<file path="src/rtl/programmable_pulse_oscillator_if.sv">
// Configuration write channel of the programmable pulse oscillator.
// The master drives a write; the slave reports when a write may be accepted.
interface programmable_pulse_oscillator_if #(
  parameter int unsigned NUM_CH = 4,
  parameter int unsigned CNT_W  = 16
);
  localparam int unsigned CH_W = (NUM_CH > 1) ? $clog2(NUM_CH) : 1;

  logic             cfg_valid;
  logic             cfg_ready;
  logic [CH_W-1:0]  cfg_ch;
  logic [CNT_W-1:0] cfg_high;
  logic [CNT_W-1:0] cfg_low;
  logic [CNT_W-1:0] cfg_burst;

  modport master (
    output cfg_valid, cfg_ch, cfg_high, cfg_low, cfg_burst,
    input  cfg_ready
  );

  modport slave (
    input  cfg_valid, cfg_ch, cfg_high, cfg_low, cfg_burst,
    output cfg_ready
  );
endinterface

</file>
<file path="src/rtl/programmable_pulse_oscillator.sv">
// Multi-channel programmable pulse oscillator with per-channel burst counting.
// Each channel runs IDLE/HIGH/LOW; pending config is latched into a shadow on every HIGH entry.
module programmable_pulse_oscillator #(
  parameter int unsigned NUM_CH   = 4,
  parameter int unsigned CNT_W    = 16,
  parameter int unsigned DEF_HIGH = 19,
  parameter int unsigned DEF_LOW  = 19
) (
  input  logic                          clk,
  input  logic                          rst_n,
  input  logic [NUM_CH-1:0]             enable,
  programmable_pulse_oscillator_if.slave cfg,
  output logic [NUM_CH-1:0]             pulse,
  output logic [NUM_CH-1:0]             active,
  output logic [NUM_CH-1:0]             done
);

  localparam int unsigned CH_W = (NUM_CH > 1) ? $clog2(NUM_CH) : 1;
  localparam logic [CNT_W-1:0] DefHigh = CNT_W'(DEF_HIGH);
  localparam logic [CNT_W-1:0] DefLow  = CNT_W'(DEF_LOW);
  localparam logic [CNT_W-1:0] CntOne  = CNT_W'(1);
  localparam logic [CNT_W-1:0] CntMax  = {CNT_W{1'b1}};

  typedef enum logic [1:0] {StIdle, StHigh, StLow} state_e;

  state_e           state_q    [NUM_CH];
  state_e           state_d    [NUM_CH];
  logic [CNT_W-1:0] cnt_q      [NUM_CH];
  logic [CNT_W-1:0] cnt_d      [NUM_CH];
  logic [CNT_W-1:0] bcnt_q     [NUM_CH];
  logic [CNT_W-1:0] bcnt_d     [NUM_CH];
  logic [CNT_W-1:0] sh_high_q  [NUM_CH];
  logic [CNT_W-1:0] sh_high_d  [NUM_CH];
  logic [CNT_W-1:0] sh_low_q   [NUM_CH];
  logic [CNT_W-1:0] sh_low_d   [NUM_CH];
  logic [CNT_W-1:0] sh_burst_q [NUM_CH];
  logic [CNT_W-1:0] sh_burst_d [NUM_CH];
  logic [CNT_W-1:0] pd_high_q  [NUM_CH];
  logic [CNT_W-1:0] pd_high_d  [NUM_CH];
  logic [CNT_W-1:0] pd_low_q   [NUM_CH];
  logic [CNT_W-1:0] pd_low_d   [NUM_CH];
  logic [CNT_W-1:0] pd_burst_q [NUM_CH];
  logic [CNT_W-1:0] pd_burst_d [NUM_CH];
  logic [CNT_W-1:0] high_eff   [NUM_CH];
  logic [CNT_W-1:0] low_eff    [NUM_CH];
  logic [CNT_W-1:0] bcnt_inc   [NUM_CH];
  logic [NUM_CH-1:0] armed_q, armed_d;
  logic [NUM_CH-1:0] done_q, done_d;
  logic              ready_q;
  logic              cfg_accept;

  assign cfg.cfg_ready = ready_q;
  assign cfg_accept    = cfg.cfg_valid & ready_q;
  assign done          = done_q;

  always_comb begin
    for (int i = 0; i < NUM_CH; i++) begin
      pulse[i]    = (state_q[i] == StHigh);
      active[i]   = (state_q[i] != StIdle);
      // A programmed length of zero behaves as one clock.
      high_eff[i] = (sh_high_q[i] == '0) ? CntOne : sh_high_q[i];
      low_eff[i]  = (sh_low_q[i] == '0) ? CntOne : sh_low_q[i];
      bcnt_inc[i] = (bcnt_q[i] == CntMax) ? bcnt_q[i] : bcnt_q[i] + CntOne;
    end
  end

  always_comb begin
    state_d    = state_q;
    cnt_d      = cnt_q;
    bcnt_d     = bcnt_q;
    sh_high_d  = sh_high_q;
    sh_low_d   = sh_low_q;
    sh_burst_d = sh_burst_q;
    pd_high_d  = pd_high_q;
    pd_low_d   = pd_low_q;
    pd_burst_d = pd_burst_q;
    armed_d    = armed_q;
    done_d     = '0;

    for (int i = 0; i < NUM_CH; i++) begin
      unique case (state_q[i])
        StIdle: begin
          if (!enable[i]) begin
            armed_d[i] = 1'b1;
          end else if (armed_q[i]) begin
            state_d[i]    = StHigh;
            cnt_d[i]      = '0;
            sh_high_d[i]  = pd_high_q[i];
            sh_low_d[i]   = pd_low_q[i];
            sh_burst_d[i] = pd_burst_q[i];
          end
        end
        StHigh: begin
          if (!enable[i]) begin
            state_d[i] = StIdle;
            bcnt_d[i]  = '0;
          end else if (cnt_q[i] == high_eff[i] - CntOne) begin
            state_d[i] = StLow;
            cnt_d[i]   = '0;
          end else begin
            cnt_d[i] = cnt_q[i] + CntOne;
          end
        end
        StLow: begin
          if (!enable[i]) begin
            state_d[i] = StIdle;
            bcnt_d[i]  = '0;
          end else if (cnt_q[i] == low_eff[i] - CntOne) begin
            if ((sh_burst_q[i] != '0) && (bcnt_inc[i] >= sh_burst_q[i])) begin
              state_d[i] = StIdle;
              bcnt_d[i]  = '0;
              done_d[i]  = 1'b1;
              armed_d[i] = 1'b0;
            end else begin
              state_d[i]    = StHigh;
              cnt_d[i]      = '0;
              bcnt_d[i]     = bcnt_inc[i];
              sh_high_d[i]  = pd_high_q[i];
              sh_low_d[i]   = pd_low_q[i];
              sh_burst_d[i] = pd_burst_q[i];
            end
          end else begin
            cnt_d[i] = cnt_q[i] + CntOne;
          end
        end
        default: state_d[i] = StIdle;
      endcase

      // Out-of-range channel numbers match no index and are dropped.
      if (cfg_accept && (cfg.cfg_ch == CH_W'(i))) begin
        pd_high_d[i]  = cfg.cfg_high;
        pd_low_d[i]   = cfg.cfg_low;
        pd_burst_d[i] = cfg.cfg_burst;
      end
    end
  end

  always_ff @(posedge clk) begin
    if (!rst_n) begin
      for (int i = 0; i < NUM_CH; i++) begin
        state_q[i]    <= StIdle;
        cnt_q[i]      <= '0;
        bcnt_q[i]     <= '0;
        sh_high_q[i]  <= DefHigh;
        sh_low_q[i]   <= DefLow;
        sh_burst_q[i] <= '0;
        pd_high_q[i]  <= DefHigh;
        pd_low_q[i]   <= DefLow;
        pd_burst_q[i] <= '0;
      end
      armed_q <= '1;
      done_q  <= '0;
      ready_q <= 1'b0;
    end else begin
      state_q    <= state_d;
      cnt_q      <= cnt_d;
      bcnt_q     <= bcnt_d;
      sh_high_q  <= sh_high_d;
      sh_low_q   <= sh_low_d;
      sh_burst_q <= sh_burst_d;
      pd_high_q  <= pd_high_d;
      pd_low_q   <= pd_low_d;
      pd_burst_q <= pd_burst_d;
      armed_q    <= armed_d;
      done_q     <= done_d;
      ready_q    <= 1'b1;
    end
  end

endmodule

</file>
<file path="src/flat_wrapper.sv">
// flat-port wrapper written by rule: the top's interface ports become plain ports
module programmable_pulse_oscillator_flat 
#(
  parameter int unsigned NUM_CH   = 4,
  parameter int unsigned CNT_W    = 16,
  parameter int unsigned DEF_HIGH = 19,
  parameter int unsigned DEF_LOW  = 19
)
  (clk, rst_n, enable, pulse, active, done, cfg_cfg_valid, cfg_cfg_ch, cfg_cfg_high, cfg_cfg_low, cfg_cfg_burst, cfg_cfg_ready);
  programmable_pulse_oscillator_if #(.NUM_CH(NUM_CH), .CNT_W(CNT_W)) cfg_i ();
  input  logic clk;
  input  logic rst_n;
  input  logic [NUM_CH-1:0] enable;
  output logic [NUM_CH-1:0] pulse;
  output logic [NUM_CH-1:0] active;
  output logic [NUM_CH-1:0] done;
  input wire logic [$bits(cfg_i.cfg_valid)-1:0] cfg_cfg_valid;
  input wire logic [$bits(cfg_i.cfg_ch)-1:0] cfg_cfg_ch;
  input wire logic [$bits(cfg_i.cfg_high)-1:0] cfg_cfg_high;
  input wire logic [$bits(cfg_i.cfg_low)-1:0] cfg_cfg_low;
  input wire logic [$bits(cfg_i.cfg_burst)-1:0] cfg_cfg_burst;
  output wire logic [$bits(cfg_i.cfg_ready)-1:0] cfg_cfg_ready;
  assign cfg_i.cfg_valid = cfg_cfg_valid;
  assign cfg_i.cfg_ch = cfg_cfg_ch;
  assign cfg_i.cfg_high = cfg_cfg_high;
  assign cfg_i.cfg_low = cfg_cfg_low;
  assign cfg_i.cfg_burst = cfg_cfg_burst;
  assign cfg_cfg_ready = cfg_i.cfg_ready;
  programmable_pulse_oscillator #(.NUM_CH(NUM_CH), .CNT_W(CNT_W), .DEF_HIGH(DEF_HIGH), .DEF_LOW(DEF_LOW)) u_core (.clk(clk), .rst_n(rst_n), .enable(enable), .cfg(cfg_i), .pulse(pulse), .active(active), .done(done));
endmodule
</file>
<file path="config.mk">
export PLATFORM = sky130hd
export DESIGN_NAME = programmable_pulse_oscillator_flat
export DESIGN_NICKNAME = d
export VERILOG_FILES = /design/src/rtl/programmable_pulse_oscillator_if.sv /design/src/rtl/programmable_pulse_oscillator.sv /design/src/flat_wrapper.sv
export SDC_FILE = /design/constraint.sdc
export NUM_CORES = 1
export LEC_CHECK = 0
export BUFFER_PORTS_ARGS = -buffer_cell sky130_fd_sc_hd__buf_2
export CAP_MARGIN = 20
export CORE_ASPECT_RATIO = 0.75
export CORE_MARGIN = 2
export CORE_UTILIZATION = 65
export CTS_BUF_LIST = sky130_fd_sc_hd__clkbuf_2 sky130_fd_sc_hd__clkbuf_4 sky130_fd_sc_hd__clkbuf_8
export DETAILED_ROUTE_END_ITERATION = 10
export GPL_ROUTABILITY_DRIVEN = 0
export HOLD_SLACK_MARGIN = 0.06
export PLACE_DENSITY = 0.87
export RECOVER_POWER = 50
export SLEW_MARGIN = 30
export SYNTH_ARGS = -nofsm -noshare
export SYNTH_HDL_FRONTEND = slang
export SYNTH_SLANG_ARGS = --single-unit
</file>
<file path="constraint.sdc">
create_clock -name clk -period 8.05 [get_ports clk]
set_clock_uncertainty 0.1 [all_clocks]
set_input_delay 1.61 -clock clk [delete_from_list [all_inputs] [get_ports clk]]
set_output_delay 1.61 -clock clk [all_outputs]
set_load 0.01 [all_outputs]
</file>
==> flow_metrics.py <==
metrics = {
    "yosys": {
        "synth.cell_area_um2": 28500,
        "synthSimpleGateAreaFrac_pct": 26.5,
        "ys.flop_type": "dfxtp_1",
        "synth-adder-area-share_pct": 4.21,
        "yosysUniqueCellTypes": 97,
        "synth_edf_count": 0,
        "seq_area_frac_synth_pct": 37.1,
        "synth_top_area_share_pct": 37.1,
        "synth_seq_cells": 529,
        "synth_top_family_by_area": "simple AND/OR/NAND/NOR gates",
        "synthCells": 3701,
        "postSynth.asyncResetShare_pct": 0,
        "yosys_warnings": 0,
        "synth_xor_area_share_pct": 5.24,
        "synth_largest_area_cell": "dfxtp_1",
        "ys_top_cells_by_area": "dfxtp_1, nand2_1, nand3_1",
        "synth_compound_area_share_pct": 20.0,
        "syn_area_per_cell_um2": 7.71,
        "muxShareOfSynthArea_pct": 1.46,
        "synth_nets": 3854,
    },
    "worst_setup_path": {
        "critical_path_depth": 6,
        "critPathMaxFanout": 111,
        "cp-end-kind": "flop",
        "r2r_cells": 13,
        "slowest_stage": "clkbuf_1",
        "cp_top_family": "buffers and inverters",
        "critical_path_arrival_ns": 7.12,
        "crit_path_start_kind": "primary input",
        "cp.required_ns": 8.52,
        "rr_startpoint": "u_core.sh_high_q[53]",
        "slowest_delay_ns": 2.45,
        "crit_chain": "buf_8, clkbuf_1, nand2_1, a21oi_1, and2_4, mux2_2",
        "crit_start": "rst_n",
        "critPathKind": "in -> reg",
        "path_buf_inv": 2,
    },
    "power": {
        "p_int_mw": 4.17,
        "netSwitchingPower_mw": 1.77,
        "comb_power_share_pct": 15.7,
        "sequentialPowerShare_pct": 46.2,
        "power_switching_share_pct": 29.8,
        "leakage_nw": 11.0,
        "ir_drop_uv": 161,
        "powerDensity_nw_per_um2": 195,
        "p_total_mw": 5.93,
        "p_clk_share_pct": 38.1,
    },
    "die": {
        "start_util_pct": 65.8,
        "die_area_um2": 45600,
        "ios": 70,
        "die_h_um": 185,
        "die_x_um": 246,
        "core_um2": 43400,
        "rows": 66,
    },
    "layout": {
        "finalInstanceArea_um2": 30400,
        "mostFrequentLayoutCell": "nand2_1",
        "final_cell_mix": "nand2_1, dfxtp_1, nand3_1",
        "final_util_pct": 70.0,
        "fin_nets": 3780,
        "n_antenna_cell": 0,
        "area_growth_pct": 6.39,
        "drive_gt1_share_pct": 7.24,
        "num-fill-cells": 3460,
    },
    "timing": {
        "tns_ns": 0,
        "hold_violations": 0,
        "relSlewSlack_pct": -127,
        "clock.fmax_ghz": 0.150,
        "finalSetupViolations": 0,
        "finalMaxSlewViolations": 284,
        "min_period_ns": 6.65,
        "worst_pin_slew_ns": 3.41,
        "rsz0062_at_grt": "no",
        "finalCritPeriodShare_pct": 82.6,
    },
    "cts": {
        "cts.clk_slew.worst_paths_ns": 0.06,
        "hold_buffers": 0,
        "clockRootBuffer": "clkbuf_8",
        "cts_sinks": 529,
        "clock_latency_ns": 0.66,
        "cts_setup_buffers": 0,
        "cts_tree": "done",
        "cts_buffers": 81,
        "htree_levels": 3,
        "cts.path.max_buffers": 3,
        "cts-resized-gates": 0,
    },
    "global_route": {
        "grt_overflow_total": 0,
        "grt_max_degree": 121,
        "grt_pass1_vias": 24700,
        "antenna_found_initial": 1,
        "grt_pass1_wl_mm": 123,
        "grt_use_total_pct": 32.9,
    },
    "outcome": {
        "violations": "capacitance limit, slew limit",
        "outcome": "complete, but fails checks",
    },
    "drt": {
        "avgRoutedWirePerCell_um": 17.9,
        "route.vias.total": 27100,
        "wirelength_mm": 76.1,
        "drtIter0Drc": 2914,
        "dr.pass1.iters": 6,
        "vias_per_cell": 6.37,
        "drtAntennaViolNets": 0,
        "drc_errors": 0,
    },
    "flow_run": {
        "drv_cap": 6,
    },
    "placed_design": {
        "port_buffers": 69,
        "place_area_um2": 28900,
        "dp_hpwl_mm": 51.8,
    },
    "hold_path": {
        "worstHoldStart": "u_core.pd_high_q[60]",
        "hp-class": "reg -> reg",
        "whs_path_depth": 2,
    },
}
## sequential cells by signal, indices dropped and copies added, names as in the netlist
register,flops
u_core.pd_low_q,64
u_core.pd_high_q,64
u_core.sh_burst_q,64
u_core.state_q,8
u_core.sh_high_q,64
u_core.cnt_q,64
u_core.cfg.cfg_ready,1
u_core.done,4
u_core.pd_burst_q,64
u_core.armed_q,4
u_core.bcnt_q,64
u_core.sh_low_q,64
## Yosys cell counts, drive strengths merged (9+ instances only)
| library cell | number |
|---|---|
| or3 | 61 |
| nor4 | 55 |
| and4 | 13 |
| o211ai | 36 |
| a21oi | 258 |
| or4 | 39 |
| nor3 | 81 |
| or2 | 15 |
| o21ai | 242 |
| and3 | 37 |
| a211oi | 32 |
| nand3b | 9 |
| ha | 96 |
| inv | 148 |
| mux2i | 36 |
| nand2 | 696 |
| nor2 | 135 |
| nor2b | 11 |
| o31ai | 85 |
| nor3b | 14 |
| xnor2 | 115 |
| a22o | 23 |
| o311ai | 9 |
| a31oi | 29 |
| nand3 | 306 |
| a211o | 9 |
| nand4 | 35 |
| clkbuf | 211 |
| o22ai | 12 |
| and2 | 15 |
| a2111oi | 11 |
| nand2b | 26 |
| o2bb2ai | 14 |
| a21o | 37 |
| xor2 | 53 |
| dfxtp | 529 |
| buf | 38 |
## area by class of cell
cell class,instances,area [µm²],area share (%)
clock buffer,112,1420,4.69
clock inverter,16,163,0.536
multi-input combinational,2775,16400,54.1
tap,578,723,2.38
inverter,148,563,1.85
timing repair buffer,92,470,1.55
sequential,529,10600,34.9
## final timing paths
path | end | slack (ns)
min | u_core.sh_high_q[60] | 0.35
max reg2reg | u_core.cnt_q[48] | 1.87
max | u_core.cnt_q[48] | 1.40
min reg2reg | u_core.sh_high_q[60] | 0.35
## through the flow
step	setup slack, ns	cells	hold slack [ns]
2_1_floorplan	3.61	3701	0.336
3_3_place_gp	2.94	4118	0.342
3_5_place_dp	2.78	4121	0.346
4_1_cts	2.72	4249	0.353
5_1_grt	1.06	4250	0.370
6_report	1.40	4250	0.353
## tightest hold or removal path, cell delays in order, from the launching register on
cell,delay (ns)
dfxtp_1,0.31
nand2_1,0.05
o21ai_0,0.06
## routing by layer
metal,track usage (%),vias up,share of wire [%]
li1,-,13000,-
met5,0,-,0.014
met3,6.49,188,9.3
met1,45.4,12700,43
met2,50.6,1161,44
met4,12.8,2,3.2
## power by group through the flow
stage / clock [mW] / sequential (mW) / combinational (mW)
4_1_cts: 2.28 / 2.74 / 0.929
5_1_grt: 2.41 / 2.75 / 1.02
2_1_floorplan: 0 / 2.77 / 0.699
3_5_place_dp: 0 / 2.80 / 0.922
6_report: 2.26 / 2.74 / 0.931
3_3_place_gp: 0 / 2.80 / 0.901
## kinds of logic after synthesis
family	Yosys count
AND/OR/NAND/NOR	1577
AO/OA/AOI/OAI	892
flip-flops	529
buffers and inverters	397
XOR/XNOR	169
adder cells (fa/ha/maj)	96
multiplexers	41
No activity file was read; power rests on OpenSTA's default activity.
